File: src/rtl/exec_sequencer.sv
// exec_sequencer: multi-cycle control FSM stepping each instruction through
// FETCH, DECODE, EXEC, MEM and WB with one-hot-in-time datapath enables.
// The FSM state is exposed on the `state` output for observation.
// Optional feature macro: SEQ_CYCLE_COUNT_EN. When it is defined,
// cycle_count counts busy cycles. When it is undefined, cycle_count is tied to 0.
//
// Data-memory handshake (req/ack): in MEM the request (mem_rd_en or
// mem_wr_en) is driven from the latched decode bits. It is held steady until
// the cycle in which mem_ack=1 is sampled, and that cycle completes the
// access. A 0-wait ack in the first MEM cycle is legal. If MEM_TIMEOUT MEM
// cycles pass without an ack, the sequencer enters ERROR.
//
// The combinational input-to-output paths are limited to two retire-cycle
// outputs. pc_br_sel uses zero when the instruction retires in EXEC.
// pc_we uses mem_ack when a store retires in its ack cycle. Both come from
// the rule that the retire pulse lands in the instruction's last cycle.
// Every other output decodes registered state only.
`timescale 1ns/1ps
module exec_sequencer #(
  parameter int unsigned MEM_TIMEOUT = 16,
  parameter int unsigned CNT_W       = 32
) (
  input  logic             clk,
  input  logic             rst,
  input  logic             run,
  input  logic             halt_req,
  input  logic             ubr,
  input  logic             cbr,
  input  logic             mem_read,
  input  logic             mem_write,
  input  logic             reg_write,
  input  logic             zero,
  input  logic             mem_ack,
  output logic             ir_we,
  output logic             alu_en,
  output logic             mem_rd_en,
  output logic             mem_wr_en,
  output logic             reg_we,
  output logic             pc_we,
  output logic             pc_br_sel,
  output logic             busy,
  output logic             err,
  output logic [2:0]       state,
  output logic [CNT_W-1:0] instr_count,
  output logic [CNT_W-1:0] cycle_count
);

  typedef enum logic [2:0] {
    S_IDLE   = 3'd0,
    S_FETCH  = 3'd1,
    S_DECODE = 3'd2,
    S_EXEC   = 3'd3,
    S_MEM    = 3'd4,
    S_WB     = 3'd5,
    S_HALT   = 3'd6,
    S_ERROR  = 3'd7
  } state_t;

  // Last MEM wait index before the timeout fires (wait_q counts from 0)
  localparam logic [7:0] WAIT_LAST = 8'(MEM_TIMEOUT - 1);

  state_t           state_q, state_d;
  logic             ubr_q, cbr_q, mrd_q, mwr_q, rwr_q;
  logic             taken_q;
  logic [7:0]       wait_q;
  logic [CNT_W-1:0] instr_q;
  logic             retire;
  logic             taken_now;

  // Branch decision as evaluated during EXEC (zero is only meaningful there)
  assign taken_now = ubr_q | (cbr_q & zero);

  // State register
  always_ff @(posedge clk) begin
    if (rst) state_q <= S_IDLE;
    else     state_q <= state_d;
  end

  // Next-state and Moore enables, retire pulse in the instruction's last cycle
  always_comb begin
    state_d   = state_q;
    ir_we     = 1'b0;
    alu_en    = 1'b0;
    mem_rd_en = 1'b0;
    mem_wr_en = 1'b0;
    reg_we    = 1'b0;
    pc_we     = 1'b0;
    pc_br_sel = 1'b0;
    retire    = 1'b0;
    case (state_q)
      S_IDLE: begin
        if (halt_req)  state_d = S_HALT;
        else if (run)  state_d = S_FETCH;
      end
      S_FETCH: begin
        ir_we   = 1'b1;
        state_d = S_DECODE;
      end
      S_DECODE: begin
        if (mem_read && mem_write) state_d = S_ERROR;
        else                       state_d = S_EXEC;
      end
      S_EXEC: begin
        alu_en = 1'b1;
        if (mrd_q || mwr_q) state_d = S_MEM;
        else if (rwr_q)     state_d = S_WB;
        else                retire  = 1'b1;
      end
      S_MEM: begin
        mem_rd_en = mrd_q;
        mem_wr_en = mwr_q;
        if (mem_ack) begin
          if (mrd_q || rwr_q) state_d = S_WB;
          else                retire  = 1'b1;
        end else if (wait_q == WAIT_LAST) begin
          state_d = S_ERROR;
        end
      end
      S_WB: begin
        reg_we = 1'b1;
        retire = 1'b1;
      end
      S_HALT: begin
        if (run && !halt_req) state_d = S_FETCH;
      end
      default: begin
        state_d = S_ERROR;
      end
    endcase
    if (retire) begin
      pc_we     = 1'b1;
      pc_br_sel = (state_q == S_EXEC) ? taken_now : taken_q;
      state_d   = halt_req ? S_HALT : S_FETCH;
    end
  end

  // Latch decoder bits in DECODE and the branch decision in EXEC
  always_ff @(posedge clk) begin
    if (rst) begin
      ubr_q   <= 1'b0;
      cbr_q   <= 1'b0;
      mrd_q   <= 1'b0;
      mwr_q   <= 1'b0;
      rwr_q   <= 1'b0;
      taken_q <= 1'b0;
    end else begin
      if (state_q == S_DECODE) begin
        ubr_q <= ubr;
        cbr_q <= cbr;
        mrd_q <= mem_read;
        mwr_q <= mem_write;
        rwr_q <= reg_write;
      end
      if (state_q == S_EXEC) taken_q <= taken_now;
    end
  end

  // MEM wait counter: zero outside MEM so every access starts from 0
  always_ff @(posedge clk) begin
    if (rst || state_q != S_MEM) wait_q <= '0;
    else                         wait_q <= wait_q + 8'd1;
  end

  // Retired-instruction counter, wraps naturally
  always_ff @(posedge clk) begin
    if (rst)         instr_q <= '0;
    else if (retire) instr_q <= instr_q + CNT_W'(1);
  end

  assign busy        = (state_q != S_IDLE) && (state_q != S_HALT) && (state_q != S_ERROR);
  assign err         = (state_q == S_ERROR);
  assign state       = state_q;
  assign instr_count = instr_q;

`ifdef SEQ_CYCLE_COUNT_EN
  logic [CNT_W-1:0] cyc_q;

  // Busy-cycle counter, wraps naturally
  always_ff @(posedge clk) begin
    if (rst)       cyc_q <= '0;
    else if (busy) cyc_q <= cyc_q + CNT_W'(1);
  end

  assign cycle_count = cyc_q;
`else
  assign cycle_count = '0;
`endif

endmodule
File: config.mk
export PLATFORM = sky130hd
export DESIGN_NAME = exec_sequencer
export DESIGN_NICKNAME = d
export VERILOG_FILES = /design/src/rtl/exec_sequencer.sv
export SDC_FILE = /design/constraint.sdc
export NUM_CORES = 1
export LEC_CHECK = 0
export ABC_AREA = 0
export CAP_MARGIN = 15
export CORE_ASPECT_RATIO = 1.75
export CORE_UTILIZATION = 43
export CTS_CLUSTER_DIAMETER = 120
export CTS_CLUSTER_SIZE = 24
export DETAILED_ROUTE_END_ITERATION = 8
export PLACE_DENSITY = 0.77
export SLEW_MARGIN = 20
export SYNTH_ARGS = -nofsm -noshare
export SYNTH_HDL_FRONTEND = slang
export SYNTH_SLANG_ARGS = --single-unit
File: constraint.sdc
create_clock -name clk -period 2.08 [get_ports clk]
set_input_delay 0.208 -clock clk [delete_from_list [all_inputs] [get_ports clk]]
set_output_delay 0.208 -clock clk [all_outputs]
set_load 0.01 [all_outputs]
Word level (Yosys, flattened, before mapping) --
Index checks and enable logic that the tools add are counted.
Storage, ports and cells: bits of input ports 11, logic and storage cells 66, output and inout port bits 76, register bits 49
Cells by class: add/sub/neg operators 2, equal/unequal tests 17, reduce and logical (&&, ||, !) cells 11, bitwise operators 2, muxes and demuxes 25
Operators by type and width (count):
- 3-bit two-way mux | 11
- 32-bit by 1-bit adder with 32-bit output, second input constant | 1
- 3-bit case mux with 7 select lines | 1
- 4-bit != test, second input constant | 4
- 3-bit equality test, second input constant | 4
- 1-bit two-way mux | 12
- 3-bit != test, second input constant | 4
- 8-bit by 1-bit adder with 8-bit output, second input constant | 1
- 8-bit by 4-bit equality test with 1-bit output, second input constant | 1
- 3-bit by 2-bit equality test with 1-bit output, second input constant | 2
- 6-bit AND reduction | 1
- 1-bit logical AND | 4
- 3-bit by 1-bit equality test with 1-bit output, second input constant | 1
- 3-bit zero test | 1
- 1-bit logical OR | 3
- 1-bit case mux with 3 select lines | 1
- 3-bit nonzero test | 1
- 2-bit != test, second input constant | 1
- 1-bit AND | 1
- 1-bit zero test | 1
- 1-bit OR | 1

Logic depth before layout (Yosys ltp) --
word-level depth 6, mapped depth 7, mapped depth without buffers 6

Worst setup path before layout --
No wires, ideal clock.
path kind flip-flop to flip-flop, from register state_q[1] (netlist: state[1]), to register instr_q[25] (netlist: instr_count[25]), arrival time 1.954 ns, cell stages (with the launch flop) 7, path slack 0.002 ns, period minus slack after synthesis 2.078 ns, path buffers 1, data required time 1.957 ns, cells stage by stage dfxtp_1 > nand3b_4 > or4_1 > buf_2 > a2111oi_4 > nand4_1 > mux2_1
Between the ends: cells in the longest elaborated chain, start to end 2
Ends and longest elaborated chain:
- from (decl) | line 62 | state_t state_q, state_d;
- from (signal assigned) | line 76 | else state_q <= state_d;
- 3-bit equality test / 3-bit by 2-bit equality test with 1-bit output (equally long branches) | line 90 | case (state_q)
- 1-bit case mux with 3 select lines (*) | line 90
- to (signal assigned) | line 167 | else if (retire) instr_q <= instr_q + CNT_W'(1);
- to (decl) | line 66 | logic [CNT_W-1:0] instr_q;
Mark *: on every way between the ends. The rest lies on a longest branch, timed or not. A chain may end at the register's enable or synchronous reset.

Worst setup path in the final report --
from register state_q[2] (netlist: state[2]), to register instr_q[20] (netlist: instr_count[20])
The elaborated chain is that of the path after synthesis.

==> reports/summary.txt <==
Clock Sinks - 49
Clock transition at path regs - 0.06 ns
Post-Synthesis Cells - 330
core area - 6490 µm²
area grow syn2layout - 34.15%
pwr/cell area - 808.9 nW/µm²
Mapped Area - 2873 µm²
Worst Skew - 0.006434 ns
count leader, synth - dfxtp_1
row count - 39
final core utilization - 59.38%
initial antenna violation count - 0
sequential share of the synthesized area - 34.15%
post-route ant nets - 0
CTS Buf Count - 5
WL met2 - 3.938 mm
max_cap viols - 0
worst ir drop on vdd - 0.7385 mV
Die ar. - 7024 µm²
root buffer cell - clkbuf_16
commonest cells in the netlist - 49 x dfxtp_1, 46 x nor2_1, 33 x buf_4
crit-path cells - nand3b_4 -> or4_4 -> buf_4 -> buf_6 -> a2111oi_4 -> xnor2_1 -> nor2_1
crit end category - flop
yosys warns - 0
Starting Density - 44.26%
status - finished, final reports clean
Remaining DRCs - 0
Synth Register Bits - 49
# diodes - 0
CP max-delay cell - or4_4
largest net degree at the start of global routing - 24
placed inst area - 3591 µm²
chip width - 63.79 µm
Clock Latency Late Sink - 0.30 ns
final hold violations - 0
Initial DRC Count - 80
vias in the first global route - 2534
input/output buffers - 54
final setup violation count - 0
clock share of power - 27.5%
post-synth top area cell - dfxtp_1
switching share of power - 33.04%
Final Critical Period - 2.027 ns
Post-synth EDFFs - 0
hold_buf cts - 0
share of cells above drive strength 1 - 16.42%
Vias - 2569
CP max stage delay - 0.44 ns
DR vias/cell - 5.243
DIE HEIGHT - 110.1 µm
Hold Slack - 0.4468 ns
ranking of synthesized cells by area - dfxtp_1 34%, buf_4 8.6%, xnor2_1 6.7%
CP top delay family - simple AND/OR/NAND/NOR gates
Comb pwr share - 38.2%
post-synth top area share - 34.15%
Pre-antenna DRT Iters - 4
count of cell types in the netlist - 49
number of H-tree levels - 2
Power Total - 3.117 mW
Highest Signal Layer - met4
Sequential Power Share - 34.2%
Layout Nets - 420
Worst Hold Class - flop to flop
routed wl met3 - 248 µm
first-pass GRT wire length - 11.10 mm
clk buf depth - 2
Final HPWL DP - 5.061 mm
Overflow after GRT - 0
Max Transition Viols Final - 0
Worst EP required - 2.26 ns
Post-Route WL - 6.840 mm
GPL Wtd Cong - 0.8880
P_int - 2.087 mW
Leak Pwr - 1.405 nW
wire length on met1 - 2.484 mm
arrival time worst endpoint - 2.21 ns
period utilisation layout - 97.43%
fmax - 493.4 MHz
Routed WL per cell - 13.96 µm
finished layout cell area - 3854 µm²
total track usage - 20.35%
syn_area_per_cell - 8.705 µm²
CP bufs+invs - 2
Async S/R FF share, synth - 0%
fill cell count - 607
Switch Pwr - 1.030 mW
Worst Path Max Fanout - 11
CTS tree - yes
Ports - 87
ys flop type - dfxtp_1
Crit Path Class - flop to flop
Worst setup SP type - flop
area by class of cell:
type	count	area [µm²]	area share (%)
Inverter	10	37.54	0.9740
Multi-Input combinational cell	251	1733	44.97
Sequential cell	49	982.2	25.49
Tap cell	82	102.6	2.662
Timing Repair Buffer	90	840.8	21.82
Clock inverter	1	5.005	0.1299
Clock buffer	7	152.6	3.961
sequential cells by signal, summed over array words and instances, names as in the netlist:
register and cells:
cbr_q 1, instr_count 32, mrd_q 1, mwr_q 1, rwr_q 1, state 3
taken_q 1, ubr_q 1, wait_q 8
path summary, 6_finish.rpt:
| path | slack (ns) | end | cells past startpoint | start |
|---|---|---|---|---|
| max | 0.05 | instr_count[20] | 7 | state[2] |
| min | 0.45 | wait_q[0] | 1 | wait_q[0] |
| max reg2reg | 0.05 | instr_count[20] | 7 | state[2] |
| min reg2reg | 0.45 | wait_q[0] | 1 | wait_q[0] |
stage by stage:
step / instances / setup WS (ns) / TNS [ns]
floorplan: 361 / 0.002307 / 0
global placement: 480 / -0.1017 / -0.6475
detailed placement: 480 / -0.1336 / -1.312
CTS: 488 / 0.007236 / 0
global route: 490 / -0.008676 / -0.008676
finish: 490 / 0.05341 / 0
cell usage in the layout, fill, tap and decap left out, types with 2 or more instances in the layout:
cell and n:
clkdlybuf4s50_1 52, dfxtp_1 48, nor2_1 46, conb_1 32
buf_4 32, xnor2_1 22, a21oi_1 17, nand2_1 15
nand3_1 14, inv_1 10, and3_1 10, a2111oi_4 9
nand4_1 9, and4_1 6, xor2_1 6, a211oi_1 6
mux2i_1 5, clkbuf_16 5, and2_1 4, o21ai_0 4
nand2b_1 3, a31o_2 3, a2111oi_2 3, nor4_1 3
nor3_1 2, or3_1 2, a31oi_1 2, a21oi_4 2
nand4b_1 2, nor2b_1 2, ha_1 2, clkbuf_8 2
dlygate4sd2_1 2, buf_6 2, buf_12 2
power groups by stage:
stage	combinational (mW)	sequential, mW	clock [mW]
floorplan	0.638	1.11	0
global placement	1.08	1.07	0
detailed placement	1.10	1.08	0
CTS	1.12	1.06	0.870
global route	1.30	1.07	0.913
finish	1.19	1.07	0.858
metal layers:
metal  vias to the layer above  track usage (%)
met5                         -                0
met1                      1223            17.99
li1                       1253                -
met4                         0            11.04
met3                        14            4.321
met2                        79            41.34
timing repair:
item,4_1_cts,5_1_grt
buffers inserted,0,2
gates cloned,0,0
setup endpoints to repair,9,16
pin swaps,0,3
gates resized for setup,7,9
cells by family (layout without fill, tap and decap cells):
kind of cell             count (synthesis)  after routing  synth area share, %
AO/OA/AOI/OAI                           57             57                18.47
XOR/XNOR                                28             28                8.536
adder cells (fa/ha/maj)                  2              2               0.8709
buffers and inverters                   61            108                12.63
flip-flops                              49             49                34.15
multiplexers                             7              7                2.526
other                                    1             32               0.1305
AND/OR/NAND/NOR                        125            125                22.69
(Power assumes the default switching activity.)
